File: src/rtl/adam_fabric_pkg.sv
// Shared types for the fabric pause sequencers: sequencer state and index sizing.
package adam_fabric_pkg;

  typedef enum logic [2:0] {
    SETTLE,
    RUNNING,
    PAUSING,
    PAUSED,
    RESUMING
  } pause_seq_state_t;

  // Width needed to index n children; never narrower than one bit.
  function automatic int idx_width(input int n);
    return (n <= 1) ? 1 : $clog2(n);
  endfunction

endpackage

File: src/rtl/adam_fabric_pause_wdog.sv
// Step watchdog: counts cycles since the last restart, pulses o_expired on the cycle the
// count reaches TIMEOUT (once per wait; TIMEOUT=0 never expires). No backpressure.
module adam_fabric_pause_wdog #(
  parameter int TIMEOUT = 1024
) (
  input  logic i_clk,
  input  logic i_rst_n,
  input  logic i_restart,
  output logic o_expired
);

  localparam int CNT_W = (TIMEOUT < 1) ? 1 : $clog2(TIMEOUT + 1);

  logic [CNT_W-1:0] r_cnt;

  // Saturates at TIMEOUT so the expiry pulse fires only once per wait.
  always_ff @(posedge i_clk) begin
    if (!i_rst_n || i_restart) begin
      r_cnt <= '0;
    end else if (r_cnt != CNT_W'(TIMEOUT)) begin
      r_cnt <= r_cnt + CNT_W'(1);
    end
  end

  generate
    if (TIMEOUT == 0) begin : g_disabled
      assign o_expired = 1'b0;
    end else begin : g_enabled
      assign o_expired = !i_restart && (r_cnt == CNT_W'(TIMEOUT - 1));
    end
  endgenerate

endmodule

File: src/rtl/adam_fabric_pause_seq.sv
// Ordered pause/resume fan-out: pauses children 0..N-1 in order, resumes N-1..0, one req/ack
// step at a time (2N+1 edges with 1-cycle children); waits indefinitely on slow acks, watchdog flags.
module adam_fabric_pause_seq
  import adam_fabric_pkg::*;
#(
  parameter int NO_CHILDREN = 3,
  parameter int TIMEOUT     = 1024,
  parameter int IDX_WIDTH   = idx_width(NO_CHILDREN)
) (
  input  logic                   i_clk,
  input  logic                   i_rst_n,
  input  logic                   i_up_req,
  output logic                   o_up_ack,
  output logic [NO_CHILDREN-1:0] o_ch_req,
  input  logic [NO_CHILDREN-1:0] i_ch_ack,
  output logic                   o_timeout,
  output logic [IDX_WIDTH-1:0]   o_timeout_idx,
  input  logic                   i_timeout_clr,
  output logic                   o_busy
);

  localparam logic [IDX_WIDTH-1:0] LAST = IDX_WIDTH'(NO_CHILDREN - 1);

  pause_seq_state_t       r_state;
  logic [IDX_WIDTH-1:0]   r_idx;
  logic [NO_CHILDREN-1:0] r_ch_req;
  logic                   r_up_ack;
  logic                   r_busy;
  logic                   r_timeout;
  logic [IDX_WIDTH-1:0]   r_timeout_idx;

  logic                   w_ack_cur;
  logic                   w_step;
  logic                   w_expired;
  logic [IDX_WIDTH-1:0]   w_first_nack;

  assign w_ack_cur = i_ch_ack[r_idx];

  // A step is any edge where state, idx or the targeted ch_req moves.
  always_comb begin
    w_step = 1'b0;
    case (r_state)
      SETTLE:   w_step = &i_ch_ack;
      PAUSING:  w_step = w_ack_cur;
      RESUMING: w_step = !w_ack_cur;
      PAUSED:   w_step = !i_up_req;
      RUNNING:  w_step = i_up_req;
      default:  w_step = 1'b0;
    endcase
  end

  always_comb begin
    w_first_nack = '0;
    for (int i = NO_CHILDREN - 1; i >= 0; i--) begin
      if (!i_ch_ack[i]) w_first_nack = IDX_WIDTH'(i);
    end
  end

  adam_fabric_pause_wdog #(
    .TIMEOUT (TIMEOUT)
  ) u_wdog (
    .i_clk     (i_clk),
    .i_rst_n   (i_rst_n),
    .i_restart (w_step || !r_busy),
    .o_expired (w_expired)
  );

  always_ff @(posedge i_clk) begin
    if (!i_rst_n) begin
      r_state       <= SETTLE;
      r_idx         <= '0;
      r_ch_req      <= '1;
      r_up_ack      <= 1'b0;
      r_busy        <= 1'b1;
      r_timeout     <= 1'b0;
      r_timeout_idx <= '0;
    end else begin
      if (i_timeout_clr) begin
        r_timeout     <= 1'b0;
        r_timeout_idx <= '0;
      end else if (w_expired && !r_timeout) begin
        r_timeout     <= 1'b1;
        r_timeout_idx <= (r_state == SETTLE) ? w_first_nack : r_idx;
      end

      case (r_state)
        SETTLE: begin
          if (&i_ch_ack) begin
            r_state  <= PAUSED;
            r_up_ack <= 1'b1;
            r_busy   <= 1'b0;
          end
        end
        PAUSED: begin
          if (!i_up_req) begin
            r_state        <= RESUMING;
            r_busy         <= 1'b1;
            r_idx          <= LAST;
            r_ch_req[LAST] <= 1'b0;
          end
        end
        RESUMING: begin
          // A pending reversal turns around on the child that just finished.
          if (!w_ack_cur) begin
            if (i_up_req) begin
              r_state         <= PAUSING;
              r_ch_req[r_idx] <= 1'b1;
            end else if (r_idx == '0) begin
              r_state  <= RUNNING;
              r_up_ack <= 1'b0;
              r_busy   <= 1'b0;
            end else begin
              r_idx                            <= r_idx - IDX_WIDTH'(1);
              r_ch_req[r_idx - IDX_WIDTH'(1)]  <= 1'b0;
            end
          end
        end
        RUNNING: begin
          if (i_up_req) begin
            r_state     <= PAUSING;
            r_busy      <= 1'b1;
            r_idx       <= '0;
            r_ch_req[0] <= 1'b1;
          end
        end
        PAUSING: begin
          if (w_ack_cur) begin
            if (!i_up_req) begin
              r_state         <= RESUMING;
              r_ch_req[r_idx] <= 1'b0;
            end else if (r_idx == LAST) begin
              r_state  <= PAUSED;
              r_up_ack <= 1'b1;
              r_busy   <= 1'b0;
            end else begin
              r_idx                            <= r_idx + IDX_WIDTH'(1);
              r_ch_req[r_idx + IDX_WIDTH'(1)]  <= 1'b1;
            end
          end
        end
        default: begin
          r_state  <= SETTLE;
          r_idx    <= '0;
          r_ch_req <= '1;
          r_up_ack <= 1'b0;
          r_busy   <= 1'b1;
        end
      endcase
    end
  end

  assign o_up_ack      = r_up_ack;
  assign o_ch_req      = r_ch_req;
  assign o_busy        = r_busy;
  assign o_timeout     = r_timeout;
  assign o_timeout_idx = r_timeout_idx;

endmodule

File: config.mk
export PLATFORM = sky130hd
export DESIGN_NAME = adam_fabric_pause_seq
export DESIGN_NICKNAME = d
export VERILOG_FILES = /design/src/rtl/adam_fabric_pkg.sv /design/src/rtl/adam_fabric_pause_wdog.sv /design/src/rtl/adam_fabric_pause_seq.sv
export SDC_FILE = /design/constraint.sdc
export NUM_CORES = 1
export LEC_CHECK = 0
export CAP_MARGIN = 20
export CORE_UTILIZATION = 57
export CTS_BUF_LIST = sky130_fd_sc_hd__clkbuf_8
export DETAILED_ROUTE_END_ITERATION = 6
export GPL_TIMING_DRIVEN = 0
export PLACE_DENSITY_LB_ADDON = 0.3
export SYNTH_ARGS = -nofsm -noshare
export SYNTH_HDL_FRONTEND = slang
export SYNTH_HIERARCHICAL = 1
export SYNTH_SLANG_ARGS = --single-unit
File: constraint.sdc
create_clock -name i_clk -period 2.5 [get_ports i_clk]
set_clock_uncertainty 0.1 [all_clocks]
set_input_delay 0.5 -clock i_clk [delete_from_list [all_inputs] [get_ports i_clk]]
set_output_delay 0.5 -clock i_clk [all_outputs]
set_load 0.01 [all_outputs]
==> impl_metrics.csv, run 1 <==
group,metric,value,unit
outcome,status,"complete, no violations",
routing,num_vias,1772,
clock_tree,clk_pin_slew,0.09,ns
routing,viasPerCell,6.763,
setup_path,cp_max_fo,10,
synthesis,syn_nets,225,
synthesis,synth_cells,210,
synthesis,ys.flop_type,"dfxtp_1",
routing,routed_wl,4549,µm
grt,grt_max_degree,15,
setup_path,arrival,2.48,ns
sta,period_share,95.64,%
layout,layout.area.seq,481.7,µm²
floorplan,io_pins,15,
setup_path,crit_chain,"clkbuf_2, clkbuf_4, nor2_1, a211oi_2, o221ai_2, nor2_1, nor4b_4, nor2b_4, nor2_1, a211oi_2",
synthesis,avgSynthCellArea,8.097,µm²
grt,antenna_found_initial,0,
min_path,hold_class,"flop to flop",
clock_tree,cts_tree,"built",
setup_path,reg2reg_from,"r_state[1]$_SDFFE_PN0P_",
sta,setup_slack,0.1091,ns
placement,port_buffers,14,
min_path,hp-start,"o_up_ack$_SDFFE_PN0P_",
setup_path,r2r-end,"o_timeout_idx[0]$_SDFFE_PP0P_",
floorplan,dieWidth,56.62,µm
routing,wire_per_inst,17.36,µm
placement,placed_cell_area,1879,µm²
floorplan,initial_utilization,61.13,%
placement,gp_congestion,0.9254,
setup_path,cp-end-kind,"flop",
setup_path,crit_slowest_cell,"dfxtp_1",
clock_tree,cts-buffers-inserted,3,
synthesis,synth_seq_cells,24,
floorplan,row_count,19,
layout,final_cells,262,
setup_path,r2r_cells,10,
setup_path,path_buf_inv,2,
sta,drv_slew,0,
placement,place_hpwl,3230,µm
sta,final.min_clock_period,2.391,ns
synthesis,synthArstFlopShare,0,%
setup_path,cpPeakStageDelay,0.41,ns
clock_tree,root_buffer,"clkbuf_8",
grt,grt_pass1_wl,7659,µm
synthesis,yosys_warnings,6,
floorplan,die_h,56.62,µm
synthesis,yosysSeqAreaShare,28.26,%
synthesis,syn-cell-area,1700,µm²
placement,preCtsSetupSlack,-0.6990,ns
setup_path,crit_cells,10,
layout,layout.nets,247,
min_path,whs_endpoint,"o_up_ack$_SDFFE_PN0P_",
grt,grt_overflow,0,
layout,area_growth,18.84,%
pwr,p_leak,0.0007211,µW
synthesis,synth.distinct_cells,57,
setup_path,startpoint_type,"flop",
sta,setup_viol,0,
clock_tree,htreeDepth,1,
clock_tree,clk_latency,0.27,ns
sta,max_freq,418.3,MHz
sta,whs,0.3953,ns
synthesis,synth_edf_count,0,
routing,drc_errors,0,
sta,rsz0062_at_grt,"false",
layout,drive_gt1_share,14.72,%
grt,grt_usage,29.98,%
pwr,power-per-cell-area,865.8,nW/µm²
placement,dp.cells,255,
layout,design_area,2021,µm²
min_path,hold_depth,2,
clock_tree,postCtsHoldBufs,0,
setup_path,critical_path_class,"flop to flop",
setup_path,critical-path-top-delay-family,"simple AND/OR/NAND/NOR gates",
pwr,ir_drop,0.0006797,V
sta,hold_viol_final,0,
clock_tree,cts_buffer_depth,2,
setup_path,cp_data_required_time,2.59,ns
layout,n_antenna_cell,0,
run,cap_violations,0,
sta,tightest_slew,0.4823,ns
sta,relSlewSlack,67.85,%
layout,multi_input_area,1181,µm²
setup_path,crit_top_cell,"nor2_1",
layout,nFillCells,219,
routing,first_iter_violations,133,
floorplan,die-area,3205,µm²
pwr,power.total,1750,µW
routing,firstDrtPassIters,5,
routing,postRouteAntennaNets,0,
grt,grt_pass1_vias,1667,
floorplan,core_area,2781,µm²
setup_path,r2r_slack,0.11,ns
clock_tree,clkSinkCount,24,
metal layers:
| metal | wire length [µm] | global-route usage (%) | up-vias |
|---|---|---|---|
| met1 | 1958 | 41.52 | 845 |
| met5 | 0 | 0 | - |
| li1 | - | - | 830 |
| met3 | 446 | 5.530 | 6 |
| met2 | 2109 | 47.56 | 91 |
| met4 | 34 | 8.362 | 0 |
cell usage after synthesis, types with 2 or more instances:
cell	instances	area share, %
dfxtp_1	24	28
a21oi_1	20	5.9
nor2_1	18	4.0
o21ai_0	14	4.1
nand2_1	11	2.4
inv_1	10	2.2
ha_1	8	5.9
nor3_1	8	2.4
nand2b_1	6	2.2
nor2b_1	6	2.2
a211oi_1	5	2.2
nand3_1	5	1.5
or3_1	5	1.8
clkbuf_1	4	0.88
mux2i_1	4	2.4
o31ai_1	4	1.8
a31oi_1	3	1.1
nand4_1	3	1.1
nor4_1	3	1.1
o21a_1	3	1.3
xnor2_1	3	1.5
a221o_1	2	1.2
a221oi_1	2	1.0
buf_2	2	0.59
nor4b_1	2	1.0
o22ai_1	2	0.74
o31a_1	2	1.0
or4_1	2	0.88
flip-flops by register name (all words and copies together) (netlist names):
register       cells
r_state            3
o_ch_req           3
o_busy             1
r_idx              2
o_timeout_idx      2
o_up_ack           1
o_timeout          1
u_wdog/r_cnt      11
through the flow:
step	util [%]	TNS, ns
2_1_floorplan	-	0
3_5_place_dp	67.57	-4.110
6_report	72.65	0
3_3_place_gp	67.57	-2.802
4_1_cts	72.02	0
5_1_grt	72.65	0
what timing repair did:
| item | in CTS | in global routing |
|---|---|---|
| setup buffers | 3 | 0 |
| resized for setup | 9 | 7 |
| pin swaps | 1 | 1 |
| endpoints found under the setup margin | 4 | 4 |
logic make-up (layout without fill, tap and decap cells):
| logic type | after synthesis | after routing | synth area share [%] |
|---|---|---|---|
| buffers and inverters | 19 | 40 | 4.782 |
| adders and majority gates | 8 | 8 | 5.887 |
| muxes | 6 | 6 | 4.341 |
| DFF | 24 | 24 | 28.26 |
| xor gates and xnor gates | 4 | 4 | 2.061 |
| and+or+nand+nor | 81 | 81 | 27.52 |
| AOI/OAI and AO/OA | 68 | 68 | 27.15 |
tightest hold or removal path: cells and delay by family, from the launching register on:
family	cells	cell delay (ns)
DFF	1	0.33
AOI/OAI and AO/OA	2	0.13
placed cells by master, fill, tap and decap left out, drive strengths merged, types with 6 or more instances in the layout:
cell / n
nand2b: 6
clkbuf: 9
nor3: 8
nand2: 11
o21ai: 14
clkdlybuf4s50: 12
inv: 11
nor2: 18
nor2b: 6
a21oi: 20
or3: 6
ha: 8
dfxtp: 24
cell type report:
type                       count  share of cell area [%]
inverter                      11                   2.043
timing repair buffer          17                   7.926
clock buffer                   3                   2.043
multi-input combinational    167                   58.45
buffer                         8                   2.291
sequential                    24                   23.84
tap                           31                   1.920
clock inverter                 1                   1.486
report_power, final:
group	switching, µW	internal (µW)
Clock	135	214
Combinational	507	385
Sequential	69.7	439
Total	711	1040
worst max-delay path by stage:
| stage | start | endpoint |
|---|---|---|
| 2_1_floorplan | i_ch_ack[1] | o_timeout_idx[1]$_SDFFE_PP0P_ |
| 3_3_place_gp | i_ch_ack[1] | o_timeout_idx[1]$_SDFFE_PP0P_ |
| 3_5_place_dp | i_ch_ack[1] | o_timeout_idx[0]$_SDFFE_PP0P_ |
| 4_1_cts | i_up_req | o_ch_req[1]$_SDFFE_PN1P_ |
| 5_1_grt | r_state[1]$_SDFFE_PN0P_ | o_timeout_idx[0]$_SDFFE_PP0P_ |
| 6_report | r_state[1]$_SDFFE_PN0P_ | o_timeout_idx[0]$_SDFFE_PP0P_ |
Note: power is estimated with default switching activity, not from simulation.
==> run 2, diff against run 1 <==
--- a/config.mk
+++ b/config.mk
@@ -6,6 +6,7 @@
 export NUM_CORES = 1
 export LEC_CHECK = 0
 export CAP_MARGIN = 20
+export CORE_ASPECT_RATIO = 1.1
 export CORE_UTILIZATION = 57
 export CTS_BUF_LIST = sky130_fd_sc_hd__clkbuf_8
 export DETAILED_ROUTE_END_ITERATION = 6
==> impl_metrics.csv, run 2 (synthesized netlist as in run 1, its figures left out) <==
group,metric,value,unit
setup_path,cpPeakStageDelay,0.54,ns
run,cap_violations,0,
pwr,p_seq_share,29.5,%
sta,setup-tns-final,0,ns
routing,first_iter_violations,89,
sta,rsz0062_at_grt,"false",
setup_path,cp_data_required_time,2.60,ns
setup_path,r2r_cells,10,
layout,layout.nets,250,
setup_path,crit_chain,"clkdlybuf4s50_1, clkbuf_1, nor3_1, or4_4, or3_1, a21oi_1",
setup_path,startpoint_type,"input pin",
outcome,status,"complete, no violations",
setup_path,reg2reg_from,"r_state[1]$_SDFFE_PN0P_",
routing,postRouteAntennaNets,0,
pwr,p_leak,0.0007414,µW
grt,grt_max_degree,15,
sta,period_share,94.55,%
layout,drive_gt1_share,14.96,%
grt,grt_usage,29.41,%
routing,viasPerCell,6.524,
setup_path,crit_slowest_cell,"clkdlybuf4s50_1",
clock_tree,clkSinkCount,24,
grt,grt_overflow,0,
layout,area_growth,20.24,%
placement,port_buffers,14,
clock_tree,cts_buffer_depth,2,
sta,drv_slew,0,
grt,grt_pass1_vias,1590,
pwr,power-per-cell-area,845.8,nW/µm²
layout,max_flop_register,"u_wdog/r_cnt",
floorplan,row_count,20,
grt,antenna_found_initial,0,
min_path,hold_class,"flop to flop",
floorplan,dieWidth,54.08,µm
setup_path,cp-end-kind,"flop",
placement,place_hpwl,3065,µm
grt,grt_pass1_wl,6975,µm
sta,max_freq,423.1,MHz
setup_path,r2r_slack,0.18,ns
layout,largest_reg_flops,11,
min_path,hp-start,"o_up_ack$_SDFFE_PN0P_",
floorplan,core_area,2803,µm²
clock_tree,cts-buffers-inserted,3,
routing,firstDrtPassIters,4,
pwr,combPwrFrac,50.9,%
layout,nFillCells,216,
setup_path,critical_path_class,"input pin to flop",
sta,relSlewSlack,69.24,%
pwr,ir_drop,0.0007394,V
layout,final_core_util,72.95,%
routing,num_vias,1742,
clock_tree,postCtsHoldBufs,0,
min_path,whs_endpoint,"o_up_ack$_SDFFE_PN0P_",
setup_path,r2r-end,"o_timeout_idx[0]$_SDFFE_PP0P_",
pwr,p_int,1045,µW
layout,layout_commonest_cell,"dfxtp_1",
floorplan,io_pins,15,
clock_tree,cts_tree,"built",
floorplan,initial_utilization,60.67,%
clock_tree,clk_latency,0.26,ns
pwr,switching_power,683.9,µW
routing,routed_wl,4245,µm
routing,drc_errors,0,
clock_tree,htreeDepth,1,
setup_path,arrival,2.46,ns
clock_tree,root_buffer,"clkbuf_8",
clock_tree,clk_pin_slew,0.08,ns
sta,final.min_clock_period,2.364,ns
routing,wire_per_inst,15.90,µm
floorplan,die-area,3206,µm²
pwr,switching_share,39.55,%
pwr,clkPwrFrac,19.6,%
layout,n_antenna_cell,0,
setup_path,cp_max_fo,10,
placement,gp_congestion,0.9588,
layout,final_cell_mix,"24 x dfxtp_1, 20 x a21oi_1, 18 x nor2_1, 14 x o21ai_0, 12 x clkdlybuf4s50_1",
sta,tightest_slew,0.4614,ns
min_path,hold_depth,2,
sta,setup_viol,0,
sta,hold_viol_final,0,
floorplan,die_h,59.29,µm
run 2: cell types whose count changed in the layout (fill, tap and decap cells not counted):
cell,before,now
dfxtp_2,1,0
clkbuf_2,3,2
buf_2,1,2
clkbuf_4,1,0
dlymetal6s2s_1,0,1
buf_4,3,6
clkbuf_1,2,3
dlygate4sd2_1,2,1
dfxtp_1,23,24
run 2: worst max path at each step:
| stage | from | end | slack [ns] |
|---|---|---|---|
| finish | i_up_req | r_state[2]$_SDFFE_PN0P_ | 0.14 |
| global route | r_state[1]$_SDFFE_PN0P_ | o_timeout_idx[1]$_SDFFE_PP0P_ | 0.03 |
| CTS | i_ch_ack[0] | o_timeout_idx[1]$_SDFFE_PP0P_ | 0.009 |
| detailed placement | i_ch_ack[1] | o_timeout_idx[1]$_SDFFE_PP0P_ | -0.76 |
| global placement | i_ch_ack[1] | o_timeout_idx[1]$_SDFFE_PP0P_ | -0.60 |
| floorplan | i_ch_ack[1] | o_timeout_idx[1]$_SDFFE_PP0P_ | 0.17 |
run 2: final cells by class:
type	count	area (µm²)	area share, %
clock buffer	3	41.29	2.020
buffer	8	42.54	2.081
timing repair buffer	20	186.4	9.119
tap	33	41.29	2.020
multi-input combinational	167	1181	57.77
inverter	11	41.29	2.020
sequential	24	480.5	23.50
clock inverter	1	30.03	1.469
run 2: critical path: cells and delay by family:
kind,cells,cell delay (ns)
simple gates,3,0.94
buf+inv,2,0.87
compound gates,1,0.15
run 2: power by group through the flow:
| stage | combinational, µW | sequential (µW) | clock [µW] |
|---|---|---|---|
| floorplan | 607 | 507 | 0 |
| finish | 880 | 510 | 340 |
| CTS | 854 | 507 | 345 |
| global route | 965 | 520 | 362 |
| global placement | 785 | 511 | 0 |
| detailed placement | 803 | 516 | 0 |
run 2: repair_timing:
| action | CTS | global route |
|---|---|---|
| resized for setup | 7 | 6 |
| buffers inserted | 5 | 1 |
| setup endpoints to repair | 4 | 6 |
| pin swaps | 2 | 1 |
run 2: metrics by stage:
stage | setup WS [ns] | instance area, µm² | hold WS, ns | cells | total power, µW
after floorplan | 0.1735 | 1700 | 0.3641 | 210 | 1114
after global placement | -0.5950 | 1882 | 0.3607 | 257 | 1296
after detailed placement | -0.7577 | 1882 | 0.3680 | 257 | 1319
after CTS | 0.008646 | 2021 | 0.3804 | 266 | 1706
after global routing | 0.02945 | 2044 | 0.4254 | 267 | 1847
final | 0.1363 | 2044 | 0.3740 | 267 | 1729
run 2: per-layer routing:
layer / part of all wire, % / vias up / track usage, % / wire (µm)
met5: 0 / - / 0 / 0
met4: 2.2 / 0 / 9.524 / 93
met3: 5.5 / 12 / 3.846 / 235
met2: 52 / 74 / 54.67 / 2198
met1: 40 / 819 / 33.59 / 1717
li1: - / 837 / - / -
==> run 3, diff against run 2 <==
--- a/config.mk
+++ b/config.mk
@@ -5,7 +5,6 @@
 export SDC_FILE = /design/constraint.sdc
 export NUM_CORES = 1
 export LEC_CHECK = 0
-export CAP_MARGIN = 20
 export CORE_ASPECT_RATIO = 1.1
 export CORE_UTILIZATION = 57
 export CTS_BUF_LIST = sky130_fd_sc_hd__clkbuf_8
==> results of run 3 <==
No change in the layout: final DEF, timing and power equal those of run 2.
